[src/rtl/tdc_readout_ctrl.sv]
// tdc_readout_ctrl
// Sequences the SRAM22 TDC macro through clear, launch and settle. It then
// double-flops the static thermometer code and popcounts it in CHUNKS slices.
// It flags non-thermometer (bubble) codes. Sum, min and max are accumulated
// over N samples and returned through a valid/ready handshake.
//
// Ports:
//   clock, reset      block clock, asynchronous active-high reset
//   req_valid/ready   measurement request handshake (ready only in IDLE)
//   req_samples       sample count N (0 treated as 1)
//   tdc_dout          TDC thermometer code, asynchronous to clock
//   tdc_reset_b       active-low clear to the TDC
//   launch            one-cycle pulse firing the start/stop edge path
//   resp_valid/ready  result handshake
//   resp_sum/min/max  accumulated statistics of the per-sample counts
//   resp_bubble       any sample was a non-thermometer code
//   busy              FSM is not in IDLE
module tdc_readout_ctrl #(
  parameter int DATA_WIDTH    = 252,
  parameter int CHUNKS        = 4,
  parameter int CLEAR_CYCLES  = 2,
  parameter int SETTLE_CYCLES = 8
) (
  input  logic                  clock,
  input  logic                  reset,
  input  logic                  req_valid,
  output logic                  req_ready,
  input  logic [7:0]            req_samples,
  input  logic [DATA_WIDTH-1:0] tdc_dout,
  output logic                  tdc_reset_b,
  output logic                  launch,
  output logic                  resp_valid,
  input  logic                  resp_ready,
  output logic [15:0]           resp_sum,
  output logic [7:0]            resp_min,
  output logic [7:0]            resp_max,
  output logic                  resp_bubble,
  output logic                  busy
);

  localparam int W = DATA_WIDTH / CHUNKS;
  localparam logic [7:0] CLR_LAST = 8'(CLEAR_CYCLES - 1);
  localparam logic [7:0] SET_LAST = 8'(SETTLE_CYCLES - 1);
  localparam logic [7:0] DEC_LAST = 8'(CHUNKS - 1);

  typedef enum logic [2:0] {
    IDLE, CLEAR, LAUNCH, SETTLE, SYNC, DECODE, ACCUM, DONE
  } state_t;

  state_t state, state_nxt;
  logic [7:0] cnt;
  logic       started;
  logic [7:0] n_target;
  logic [7:0] k_done;
  logic       accept;

  logic [DATA_WIDTH-1:0] sync_p0;
  logic [DATA_WIDTH-1:0] sync_p1;
  logic [7:0]            count_p2;
  logic                  bubble_p2;

  function automatic logic [7:0] popcount(input logic [W-1:0] v);
    logic [7:0] c;
    c = '0;
    for (int i = 0; i < W; i++) c = c + 8'(v[i]);
    return c;
  endfunction

  // A one sitting directly above a zero anywhere breaks the thermometer.
  function automatic logic bubble_of(input logic [DATA_WIDTH-1:0] s);
    return |(s[DATA_WIDTH-1:1] & ~s[DATA_WIDTH-2:0]);
  endfunction

  assign busy   = (state != IDLE);
  assign accept = req_valid && req_ready;

  // started holds req_ready and tdc_reset_b low until the first clock
  // after reset is released.
  always_ff @(posedge clock or posedge reset) begin
    if (reset) begin
      state   <= IDLE;
      started <= 1'b0;
      cnt     <= '0;
    end else begin
      state   <= state_nxt;
      started <= 1'b1;
      cnt     <= (state_nxt != state) ? 8'd0 : cnt + 8'd1;
    end
  end

  always_comb begin
    state_nxt   = state;
    req_ready   = 1'b0;
    tdc_reset_b = 1'b1;
    launch      = 1'b0;
    resp_valid  = 1'b0;
    case (state)
      IDLE: begin
        req_ready   = started;
        tdc_reset_b = started;
        if (req_valid && started) state_nxt = CLEAR;
      end
      CLEAR: begin
        tdc_reset_b = 1'b0;
        if (cnt == CLR_LAST) state_nxt = LAUNCH;
      end
      LAUNCH: begin
        launch    = 1'b1;
        state_nxt = SETTLE;
      end
      SETTLE: if (cnt == SET_LAST) state_nxt = SYNC;
      SYNC:   if (cnt == 8'd1) state_nxt = DECODE;
      DECODE: if (cnt == DEC_LAST) state_nxt = ACCUM;
      ACCUM:  state_nxt = (k_done + 8'd1 == n_target) ? DONE : CLEAR;
      DONE: begin
        resp_valid = 1'b1;
        if (resp_ready) state_nxt = IDLE;
      end
      default: state_nxt = IDLE;
    endcase
  end

  // Result registers keep their values through IDLE until the next accept.
  always_ff @(posedge clock or posedge reset) begin
    if (reset) begin
      resp_sum    <= '0;
      resp_min    <= '0;
      resp_max    <= '0;
      resp_bubble <= 1'b0;
      n_target    <= 8'd1;
      k_done      <= '0;
    end else if (state == IDLE && accept) begin
      n_target    <= (req_samples == 8'd0) ? 8'd1 : req_samples;
      resp_sum    <= '0;
      resp_min    <= 8'hff;
      resp_max    <= '0;
      resp_bubble <= 1'b0;
      k_done      <= '0;
    end else if (state == ACCUM) begin
      resp_sum    <= resp_sum + 16'(count_p2);
      if (count_p2 < resp_min) resp_min <= count_p2;
      if (count_p2 > resp_max) resp_max <= count_p2;
      resp_bubble <= resp_bubble | bubble_p2;
      k_done      <= k_done + 8'd1;
    end
  end

  // Stage p0/p1: two-flop capture, legal because the code is static after settling
  always_ff @(posedge clock) begin
    if (state == SYNC) begin
      sync_p0 <= tdc_dout;
      sync_p1 <= sync_p0;
    end
  end

  // Stage p2: chunked popcount; bubble flag taken on the first slice
  always_ff @(posedge clock) begin
    if (state == DECODE) begin
      count_p2 <= ((cnt == 8'd0) ? 8'd0 : count_p2) + popcount(sync_p1[int'(cnt)*W +: W]);
      if (cnt == 8'd0) bubble_p2 <= bubble_of(sync_p1);
    end
  end

endmodule

[config.mk]
export PLATFORM = sky130hd
export DESIGN_NAME = tdc_readout_ctrl
export DESIGN_NICKNAME = d
export VERILOG_FILES = /design/src/rtl/tdc_readout_ctrl.sv
export SDC_FILE = /design/constraint.sdc
export NUM_CORES = 1
export LEC_CHECK = 0
export BUFFER_PORTS_ARGS = -buffer_cell sky130_fd_sc_hd__buf_2
export CORE_MARGIN = 4
export CORE_UTILIZATION = 50
export DETAILED_ROUTE_END_ITERATION = 16
export GPL_TIMING_DRIVEN = 0
export HOLD_SLACK_MARGIN = 0.06
export PLACE_DENSITY_LB_ADDON = 0.15
export SYNTH_ARGS = -nofsm -noshare
export SYNTH_HDL_FRONTEND = slang
export SYNTH_SLANG_ARGS = --single-unit
[constraint.sdc]
create_clock -name clock -period 47.6 [get_ports clock]
set_input_delay 11.9 -clock clock [delete_from_list [all_inputs] [get_ports clock]]
set_output_delay 11.9 -clock clock [all_outputs]
set_load 0.02 [all_outputs]
Yosys cells after proc, flatten, opt, wreduce, memory -nomap -nowiden
Cells that the tools add are included.
{"block": "totals", "elab_cells": 139, "latchBits": 0, "rom_bits": 0, "out_inout_bits": 38, "memories": 0, "ramBits": 0, "ff_bits": 574, "inputBits": 264}
{"block": "classes", "magnitude_cmp": 2, "addsub": 66, "n_shift": 1, "eq_ne": 12, "div_mod_pow": 0, "mul": 1, "n_reduce_logical": 14, "mux": 27, "bitwise": 3}
{"cell": "8-bit by 1-bit adder with 8-bit output", "n": 55}
{"cell": "252-bit by 15-bit indexed part select with 63-bit output", "n": 1}
{"cell": "251-bit AND", "n": 1}
{"cell": "251-bit NOT", "n": 1}
{"cell": "251-bit OR reduction", "n": 1}
{"cell": "8-bit two-way mux", "n": 11}
{"cell": "16-bit two-way mux", "n": 2}
{"cell": "3-bit one-hot mux with 8 select lines", "n": 1}
{"cell": "3-bit two-way mux", "n": 7}
{"cell": "16-bit by 8-bit adder with 16-bit output", "n": 1}
{"cell": "8-bit by 1-bit adder with 8-bit output, second input constant", "n": 2}
{"cell": "8-bit logical NOT", "n": 2}
{"cell": "8-bit by 6-bit multiplier with 14-bit output, second input constant", "n": 1}
{"cell": "3-bit equality test, second input constant", "n": 4}
{"cell": "7-bit by 1-bit adder with 8-bit output", "n": 1}
{"cell": "8-bit adder", "n": 1}
{"cell": "8-bit by 1-bit equality test with 1-bit output, second input constant", "n": 1}
{"cell": "8-bit by 2-bit equality test with 1-bit output, second input constant", "n": 1}
{"cell": "8-bit by 3-bit equality test with 1-bit output, second input constant", "n": 1}
{"cell": "8-bit equality test", "n": 1}
{"cell": "8-bit > comparator", "n": 1}
{"cell": "8-bit < comparator", "n": 1}
{"cell": "6-bit by 1-bit adder with 7-bit output", "n": 1}
{"cell": "5-bit by 1-bit adder with 6-bit output", "n": 1}
{"cell": "other kinds (15)", "n": 26}

Logic depth before layout (Yosys ltp)
Gate-level depths: netlist of the first run.
{"block": "depth", "word_depth": 65, "depth_mapped": 25}

Worst setup path after synthesis of the first run
Ideal clock, no wire load.
{"block": "synth_path", "kind": "flip-flop to flip-flop", "from": "reg state[0]", "to": "reg sync_p0[0], enable pin", "slack_ns": 24.859, "required_time_ns": 46.219, "path_stages_with_launch": 3, "setup_time_ns": 1.381, "arrival_ns": 21.359, "cell_sequence": "dfrtp_1 -> nand2b_1 -> nor2_1"}
{"block": "synth_between", "elab_chain_cells": 1}
{"item": "start: declaration", "line": "50", "source": "state_t state, state_nxt;"}
{"item": "start signal: assignment", "line": "85", "source": "state <= state_nxt;"}
{"item": "3-bit equality test", "line": "150", "source": "if (state == SYNC) begin"}
{"item": "end signal: assignment", "line": "151", "source": "sync_p0 <= tdc_dout;"}
{"item": "end: declaration", "line": "57", "source": "logic [DATA_WIDTH-1:0] sync_p0;"}
No other way between the ends.
A chain may end at the register's enable or synchronous reset.

Final worst setup path of the first run
{"block": "layout_path", "from": "reg state[0]", "to": "out tdc_reset_b"}
{"block": "layout_between", "elab_chain_cells": 2, "word_cells_on_any_way": 3, "classes_between": "1 x eq/ne; 1 x mux; 1 x reduce/logical"}
{"item": "3-bit by 1-bit equality test with 1-bit output / 3-bit logical NOT (equally long branches)", "line": "97", "source": "case (state)"}
{"item": "1-bit one-hot mux with 2 select lines *", "line": "97"}
{"item": "end: declaration", "line": "30", "source": "output logic tdc_reset_b,"}
Mark *: on every way between the ends. The rest lies on a longest branch, timed or not.

==> results of run 1 <==
==> layout by cell type, fill, tap and decap left out, types with 6 or more instances in the layout <==
cell type,Yosys,layout
inv_1,162,161
and2_1,25,25
o2111ai_1,8,8
o21ai_0,42,42
buf_2,6,307
a22o_1,11,11
nor4_1,16,16
clkbuf_16,0,56
clkinv_1,0,7
clkinv_2,0,10
ha_1,52,52
nor3_1,10,10
edfxtp_1,513,513
a2111oi_0,6,6
nand2b_1,26,26
mux4_2,63,63
fa_1,56,56
nand3_1,23,23
buf_12,0,14
dfrtp_1,60,60
nor2b_1,24,24
nor2_1,72,71
mux2_2,7,7
mux2i_1,7,7
a21oi_1,60,60
xnor2_1,14,14
a221oi_1,7,7
o22ai_1,33,33
nand4_1,16,16
clkbuf_1,25,35
a21o_1,7,7
nand2_1,107,107
bufinv_16,0,8
xor2_1,15,15
==> sequential cells by signal (all words and copies together) (netlist names), 3 cells and up <==
signal	count
cnt	8
count_p2	8
k_done	8
n_target	8
resp_max	8
resp_min	8
resp_sum	16
state	3
sync_p0	252
sync_p1	252
==> Yosys cell counts, types with 15 or more instances <==
library cell	n
ha_1	52
clkbuf_1	25
fa_1	56
xor2_1	15
and2_1	25
nand4_1	16
nor2b_1	24
a21oi_1	60
o22ai_1	33
mux4_2	63
nand3_1	23
nor2_1	72
edfxtp_1	513
nand2b_1	26
dfrtp_1	60
nor4_1	16
nand2_1	107
inv_1	162
o21ai_0	42
==> area by class of cell <==
cell class,instances,share of cell area
clock inverters,38,0.0150
well taps,615,0.0266
repair buffers,318,0.0647
plain buffers,36,0.00494
inverters,162,0.0211
multi-input cells,768,0.232
flip-flops and latches,574,0.586
clock buffers,66,0.0498
==> worst paths after layout <==
check / end / startpoint / slack (ns) / cells past startpoint
setup / recovery: tdc_reset_b / state[0]$_DFF_PP0_ / 33.71 / 4
hold / removal: sync_p1[160]$_DFFE_PP_ / sync_p0[160]$_DFFE_PP_ / 0.41 / 0
setup reg to reg: count_p2[6]$_DFFE_PP_ / cnt[0]$_DFF_PP0_ / 38.95 / 24
hold reg to reg: sync_p1[160]$_DFFE_PP_ / sync_p0[160]$_DFFE_PP_ / 0.41 / 0
max in group asynchronous: resp_min[3]$_DFFE_PP0P_ / reset / 35.62 / 3
min in group asynchronous: n_target[1]$_DFFE_PP0P_ / reset / 11.36 / 2
==> critical path, delay by kind of cell, from the launching register on <==
family / cells / cell delay, ns
flip-flops: 1 / 0.37
AND/OR/NAND/NOR: 2 / 0.65
buffers and inverters: 2 / 0.37
==> logic make-up after synthesis <==
group	count (synthesis)	share of synthesized area
compound gates	213	0.0571
other cells	1	0.000154
xor+xnor	30	0.0116
mux	77	0.0643
simple gates	339	0.0685
fa+ha+maj	108	0.0727
buf+inv	198	0.0308
flops	574	0.695
==> layer usage <==
metal | global-route usage | vias to the layer above | share of wire
li1 | - | 6503 | -
met1 | 0.357 | 7377 | 0.40
met2 | 0.443 | 724 | 0.49
met3 | 0.0523 | 144 | 0.079
met4 | 0.0890 | 2 | 0.037
met5 | 0 | - | 0.00020
==> stage by stage <==
step	setup slack, ns	instance area (µm²)	cells	hold slack (ns)	util
6_report	33.71	28900	2577	0.410	0.602
5_1_grt	33.59	28900	2577	0.418	0.602
4_1_cts	33.68	28900	2577	0.412	0.602
3_5_place_dp	34.24	27000	2473	0.405	0.563
3_3_place_gp	18.26	26600	2456	0.403	0.556
2_1_floorplan	24.86	24400	1540	0.400	-
==> impl_metrics.csv, run 1 <==
group,metric,value,unit
floorplan,num_io_pins,302,
sta,clock.fmax,72.0,MHz
sta,slew_violations,0,
sta,setup_tns,0,ns
worst_setup_path,critPathKind,"reg -> out",
worst_setup_path,cp-end-kind,"primary output",
outcome,outcome,"finished clean",
drt,ant_nets,0,
drt,wirelength,69900,µm
logic_synthesis,netlist_instances,1540,
clocking,postCtsSetupBuffers,0,
layout,n_fill_cell,3640,
layout,nets,2287,
logic_synthesis,synth_nets,1912,
sta,max-slew-margin-rel,0.127,
drt,drc,0,
clocking,hold_buffers,0,
drt,avgRoutedWirePerCell,27.1,µm
logic_synthesis,ys_seq_area_frac,0.695,
floorplan,die_w,229,µm
clocking,cts_tree,"built",
layout,diodes,0,
worst_setup_path,crit_chain,"buf_2 -> nor4b_2 -> or3_1 -> buf_2",
worst_setup_path,cp_max_fo,10,
placement,gp_congestion,0.967,
worst_hold_path,hold_path.class,"reg -> reg",
grt,antenna_found_initial,3,
layout,syn_to_final_growth,18.5,%
placement,io_buffer_count,301,
clocking,clock_path_buffers,3,
sta,finalSetupViolCount,0,
sta,rsz0062_at_grt,"false",
logic_synthesis,async_reset_ff_frac,0.106,
sta,finalClockSkew,0.0158,ns
logic_synthesis,netlist_area,24400,µm²
sta,period_minus_slack,13.89,ns
clocking,numCtsBuffers,55,
placement,post-dp-hpwl,55800,µm
grt,grt_usage,0.267,
worst_setup_path,cpMostUsedCell,"buf_2",
clocking,cts-resized-gates,0,
logic_synthesis,synthFlopType,"edfxtp_1",
grt,grt_pass1_vias,15200,
worst_setup_path,slowest_stage,"nor4b_2",
logic_synthesis,yosysTopAreaCellShare,0.632,
sta,fin_crit_sh,0.292,
drt,vias,14800,
layout,multiInputGateArea,6690,µm²
floorplan,row_count,80,
floorplan,core,47900,µm²
drt,dr.pass1.iters,5,
grt,grt_max_degree,39,
sta,tightest_slew,1.31,ns
clocking,path_clk_slew,0.07,ns
worst_setup_path,max_stage_delay,0.46,ns
grt,grt_overflow,0,
grt,grt_pass1_wl,101000,µm
floorplan,die_y,229,µm
drt,drtIter0Drc,1557,
clocking,clock_latency,0.60,ns
worst_setup_path,crit_required,35.70,ns
layout,layout-drive-gt1-share,0.253,
logic_synthesis,yosys_warnings,0,
logic_synthesis,synth_largest_area_cell,"edfxtp_1",
logic_synthesis,synthTopCellsByArea,"edfxtp_1 (63%), dfrtp_1 (6.2%), mux4_2 (5.8%)",
sta,hold_viol,0,
run,maxCapViolCount,0,
clocking,cts.htree.levels,2,
logic_synthesis,synth.distinct_cells,64,
layout,seq_area,16900,µm²
clocking,clock_sinks,574,
logic_synthesis,synth_edf_count,513,
worst_setup_path,start_kind,"flip-flop",
drt,viasPerCell,5.72,
logic_synthesis,ys_ff_latch,574,
worst_setup_path,arrival,1.99,ns
logic_synthesis,avgSynthCellArea,15.8,µm²
floorplan,design.die.area,52300,µm²
clocking,root_buffer,"clkbuf_16",
floorplan,start_util,0.508,
Power of run 1 is not shown: default switching activity piles up to over one toggle a cycle in this logic, so the estimate is an artifact.
==> inputs of run 2 (changes only) <==
Clock period 47.6 ns to 11.4 ns, I/O delays scaled along.
==> impl_metrics.csv, run 2 (synthesis gave the netlist of run 1 again) <==
group,metric,value,unit
layout,multiInputGateArea,6690,µm²
floorplan,row_count,80,
drt,avgRoutedWirePerCell,27.0,µm
grt,grt_overflow,0,
drt,drc,0,
clocking,numCtsBuffers,56,
worst_setup_path,path_buf_inv,7,
layout,seq_area,16900,µm²
floorplan,die_w,229,µm
layout,biggestRegsByFlops,"sync_p0 x252, sync_p1 x252, resp_sum x16",
worst_setup_path,max_stage_delay,0.97,ns
clocking,cts.htree.levels,2,
floorplan,design.die.area,52300,µm²
grt,grt_usage,0.266,
sta,finalClockSkew,0.0394,ns
sta,finalSetupViolCount,0,
worst_setup_path,start_kind,"flip-flop",
clocking,clock_latency,0.63,ns
floorplan,num_io_pins,302,
placement,io_buffer_count,301,
drt,wirelength,69700,µm
placement,post-dp-hpwl,55800,µm
grt,grt_max_degree,40,
floorplan,core,47900,µm²
worst_hold_path,hold_path.class,"reg -> reg",
sta,rsz0062_at_grt,"false",
drt,viasPerCell,5.69,
sta,slew_violations,0,
placement,gp_congestion,0.978,
worst_setup_path,crit_chain,"buf_1 -> clkbuf_1 -> mux4_2 -> nand2_1 -> fa_1 -> inv_1 -> fa_1 -> inv_1 -> fa_1 -> fa_1 -> inv_1 -> fa_1 -> inv_1 -> fa_1 -> fa_1 -> inv_1 -> fa_1 -> ha_1 -> fa_1 -> a21o_1 -> a21oi_1 -> o21bai_1 -> a21oi_1 -> xnor2_1",
clocking,postCtsSetupBuffers,0,
grt,antenna_found_initial,0,
worst_setup_path,critPathKind,"reg -> reg",
sta,fin_crit_sh,0.771,
drt,ant_nets,0,
clocking,path_clk_slew,0.07,ns
layout,final_util,0.603,
worst_setup_path,cpMostUsedCell,"fa_1",
worst_setup_path,crit_required,11.75,ns
grt,grt_pass1_vias,14800,
placement,place_ws,2.73,ns
layout,layout-drive-gt1-share,0.252,
worst_setup_path,arrival,9.14,ns
layout,nets,2288,
sta,max-slew-margin-rel,0.141,
layout,final_common_cell,"edfxtp_1",
floorplan,die_y,229,µm
sta,tightest_slew,1.29,ns
sta,setup_tns,0,ns
drt,vias,14700,
clocking,clock_sinks,574,
worst_setup_path,path_delay_family,"adder cells",
clocking,cts-resized-gates,0,
clocking,root_buffer,"clkbuf_16",
layout,syn_to_final_growth,18.7,%
drt,drtIter0Drc,1440,
worst_setup_path,cp_max_fo,10,
drt,dr.pass1.iters,7,
layout,layout_common_cells,"edfxtp_1 (513), buf_2 (307), inv_1 (161), nand2_1 (107), nor2_1 (71)",
sta,setup_slack,2.61,ns
clocking,cts_tree,"built",
worst_setup_path,cp-end-kind,"flip-flop",
clocking,hold_buffers,0,
worst_setup_path,slowest_stage,"clkbuf_1",
sta,hold_viol,0,
outcome,outcome,"finished clean",
grt,grt_pass1_wl,100000,µm
floorplan,start_util,0.508,
layout,n_fill_cell,3628,
sta,period_minus_slack,8.79,ns
run,maxCapViolCount,0,
sta,clock.fmax,114,MHz
clocking,clock_path_buffers,3,
==> run 2: cell types whose count changed in the layout (fill, tap and decap cells not counted), sizes merged <==
cell      change
bufinv        -1
clkbuf        -4
diode         +1
clkinv        +3
clkinvlp      +2
==> run 2: final cells by class <==
class / count / share of cell area
Antenna cell: 1 / 0.0000865
Buffer: 36 / 0.00493
Clock buffer: 62 / 0.0500
Clock inverter: 42 / 0.0155
Inverter: 162 / 0.0210
Multi-Input combinational cell: 768 / 0.231
Sequential cell: 574 / 0.585
Tap cell: 615 / 0.0266
Timing Repair Buffer: 318 / 0.0651
==> run 2: path summary, 6_finish.rpt <==
kind	startpoint	endpoint	slack (ns)	cells after the start
worst max-delay path	cnt[0]$_DFF_PP0_	count_p2[6]$_DFFE_PP_	2.61	24
worst min-delay path	sync_p0[159]$_DFFE_PP_	sync_p1[159]$_DFFE_PP_	0.40	0
worst max register to register	cnt[0]$_DFF_PP0_	count_p2[6]$_DFFE_PP_	2.61	24
worst min register to register	sync_p0[159]$_DFFE_PP_	sync_p1[159]$_DFFE_PP_	0.40	0
max in group asynchronous	reset	resp_min[0]$_DFFE_PP0P_	8.45	3
min in group asynchronous	reset	cnt[3]$_DFF_PP0_	2.30	2
==> run 2: per-stage QoR <==
stage | cells | hold slack (ns) | cell area (µm²)
after floorplan | 1540 | 0.400 | 24400
after global placement | 2456 | 0.403 | 26700
after detailed placement | 2473 | 0.405 | 27000
after CTS | 2577 | 0.398 | 28900
after global routing | 2577 | 0.410 | 28900
final | 2578 | 0.398 | 28900
==> run 2: layer usage <==
metal	global-route usage	share of wire	up-vias
met2	0.432	0.48	720
met1	0.357	0.40	7291
met4	0.111	0.045	0
met5	0	0	-
met3	0.0479	0.073	167
li1	-	-	6491
Power of run 2 is left out for the same reason.
==> inputs of run 3 (changes only) <==
Clock period 11.4 ns to 8.7 ns, I/O delays scaled along.
==> impl_metrics.csv, run 3 (synthesis gave the netlist of run 1 again) <==
group,metric,value,unit
worst_hold_path,hp-start,"sync_p0[159]$_DFFE_PP_",
layout,n_fill_cell,3627,
floorplan,die_y,229,µm
worst_setup_path,critPathKind,"reg -> reg",
worst_setup_path,crit_required,9.05,ns
worst_setup_path,reg2regPathDepth,22,
clocking,path_clk_slew,0.07,ns
worst_setup_path,cp-end-kind,"flip-flop",
clocking,hold_buffers,0,
drt,vias,14600,
drt,drc,0,
clocking,postCtsSetupBuffers,0,
clocking,root_buffer,"clkbuf_16",
outcome,outcome,"finished clean",
grt,grt_overflow,0,
sta,slew_violations,0,
drt,avgRoutedWirePerCell,27.0,µm
worst_setup_path,arrival,8.75,ns
layout,biggestRegsByFlops,"sync_p0 x252, sync_p1 x252, resp_sum x16",
grt,grt_max_degree,40,
grt,grt_pass1_wl,100000,µm
worst_setup_path,max_stage_delay,0.76,ns
clocking,clock_path_buffers,3,
worst_setup_path,cp_max_fo,10,
layout,layout-drive-gt1-share,0.254,
sta,rsz0062_at_grt,"false",
layout,fin_cells,2580,
clocking,numCtsBuffers,56,
clocking,clock_latency,0.63,ns
floorplan,row_count,80,
drt,wirelength,69600,µm
run,maxCapViolCount,0,
clocking,cts.htree.levels,2,
worst_hold_path,whs_path_depth,0,
floorplan,start_util,0.508,
worst_hold_path,hold_path.class,"reg -> reg",
worst_setup_path,rr_startpoint,"cnt[1]$_DFF_PP0_",
sta,period_minus_slack,8.40,ns
layout,final_common_cell,"edfxtp_1",
grt,grt_usage,0.266,
worst_setup_path,cpMostUsedCell,"fa_1",
grt,antenna_found_initial,0,
sta,setup_slack,0.298,ns
layout,syn_to_final_growth,18.7,%
floorplan,die_w,229,µm
worst_setup_path,rrSetupSlack,0.30,ns
drt,dr.pass1.iters,6,
clocking,cts_tree,"built",
worst_setup_path,start_kind,"flip-flop",
layout,nets,2288,
clocking,clock_sinks,574,
placement,io_buffer_count,301,
sta,tightest_slew,1.32,ns
worst_setup_path,crit_chain,"clkbuf_1 -> clkbuf_1 -> mux4_2 -> nand2_1 -> fa_1 -> fa_1 -> fa_1 -> fa_1 -> inv_1 -> fa_1 -> inv_1 -> fa_1 -> fa_1 -> inv_1 -> fa_1 -> ha_1 -> fa_1 -> a21o_1 -> a21oi_1 -> o21bai_1 -> a21oi_1 -> xnor2_1",
sta,max-slew-margin-rel,0.121,
drt,ant_nets,0,
worst_hold_path,holdPathEnd,"sync_p1[159]$_DFFE_PP_",
floorplan,design.die.area,52300,µm²
layout,layout_common_cells,"edfxtp_1 (513), buf_2 (307), inv_1 (161), nand2_1 (107), nor2_1 (71)",
floorplan,num_io_pins,302,
drt,drtIter0Drc,1532,
worst_setup_path,slowest_stage,"clkbuf_1",
sta,fin_crit_sh,0.966,
sta,clock.fmax,119,MHz
placement,place_ws,0.0333,ns
sta,finalSetupViolCount,0,
drt,viasPerCell,5.67,
placement,gp_congestion,0.978,
grt,grt_pass1_vias,14800,
layout,final_util,0.604,
sta,hold_viol,0,
placement,post-dp-hpwl,55800,µm
placement,dp.cells,2473,
worst_setup_path,r2r-end,"count_p2[6]$_DFFE_PP_",
floorplan,core,47900,µm²
sta,finalClockSkew,0.0401,ns
[run 3: cell types whose count changed in the layout (fill, tap and decap cells not counted), sizes merged]
| cell | delta |
|---|---|
| clkbuf | +1 |
| buf | -1 |
| diode | +2 |
[run 3: final cells by class]
class / instances / area, µm² / area share
clock buffer: 62 / 1450 / 0.0499
sequential: 574 / 16900 / 0.585
timing repair buffer: 318 / 1880 / 0.0651
clock inverter: 42 / 449 / 0.0155
inverter: 162 / 608 / 0.0210
antenna: 3 / 7.51 / 0.000259
buffer: 36 / 148 / 0.00510
multi-input combinational: 768 / 6690 / 0.231
tap: 615 / 769 / 0.0266
[run 3: worst max-delay path, delay by kind of cell, from the launching register on]
kind | cells | cell delay [ns]
adders and majority gates | 10 | 4.78
DFF | 1 | 0.40
xor gates and xnor gates | 1 | 0.08
AOI/OAI and AO/OA | 4 | 0.68
buffers and inverters | 5 | 1.57
and+or+nand+nor | 1 | 0.13
muxes | 1 | 0.47
[run 3: worst max-delay path by stage]
stage / slack [ns] / end / start
3_5_place_dp: 0.03 / count_p2[6]$_DFFE_PP_ / cnt[0]$_DFF_PP0_
2_1_floorplan: 0.24 / sync_p0[0]$_DFFE_PP_ / state[0]$_DFF_PP0_
3_3_place_gp: -2.12 / sync_p0[194]$_DFFE_PP_ / state[0]$_DFF_PP0_
4_1_cts: 0.16 / count_p2[6]$_DFFE_PP_ / cnt[1]$_DFF_PP0_
5_1_grt: 0.02 / count_p2[6]$_DFFE_PP_ / cnt[1]$_DFF_PP0_
6_report: 0.30 / count_p2[6]$_DFFE_PP_ / cnt[1]$_DFF_PP0_
[run 3: repair_timing]
| item | 4_1_cts | 5_1_grt |
|---|---|---|
| setup endpoints to repair | 1 | 2 |
| hold endpoints to repair | 0 | 0 |
| gates resized for setup | 1 | 8 |
[run 3: per-stage QoR]
stage          area [µm²]  hold WS, ns  setup TNS [ns]
2_1_floorplan       24400        0.400               0
3_3_place_gp        26700        0.403        -1038.75
3_5_place_dp        27000        0.405               0
4_1_cts             28900        0.398               0
5_1_grt             28900        0.410               0
6_report            28900        0.401               0
[run 3: per-layer routing]
metal / part of all wire / wire, µm / vias up / track usage
li1: - / - / 6498 / -
met1: 0.40 / 28100 / 7225 / 0.357
met2: 0.48 / 33300 / 747 / 0.432
met3: 0.073 / 5080 / 165 / 0.0479
met4: 0.044 / 3090 / 0 / 0.111
met5: 0 / 0 / - / 0
Power of run 3 is left out for the same reason.
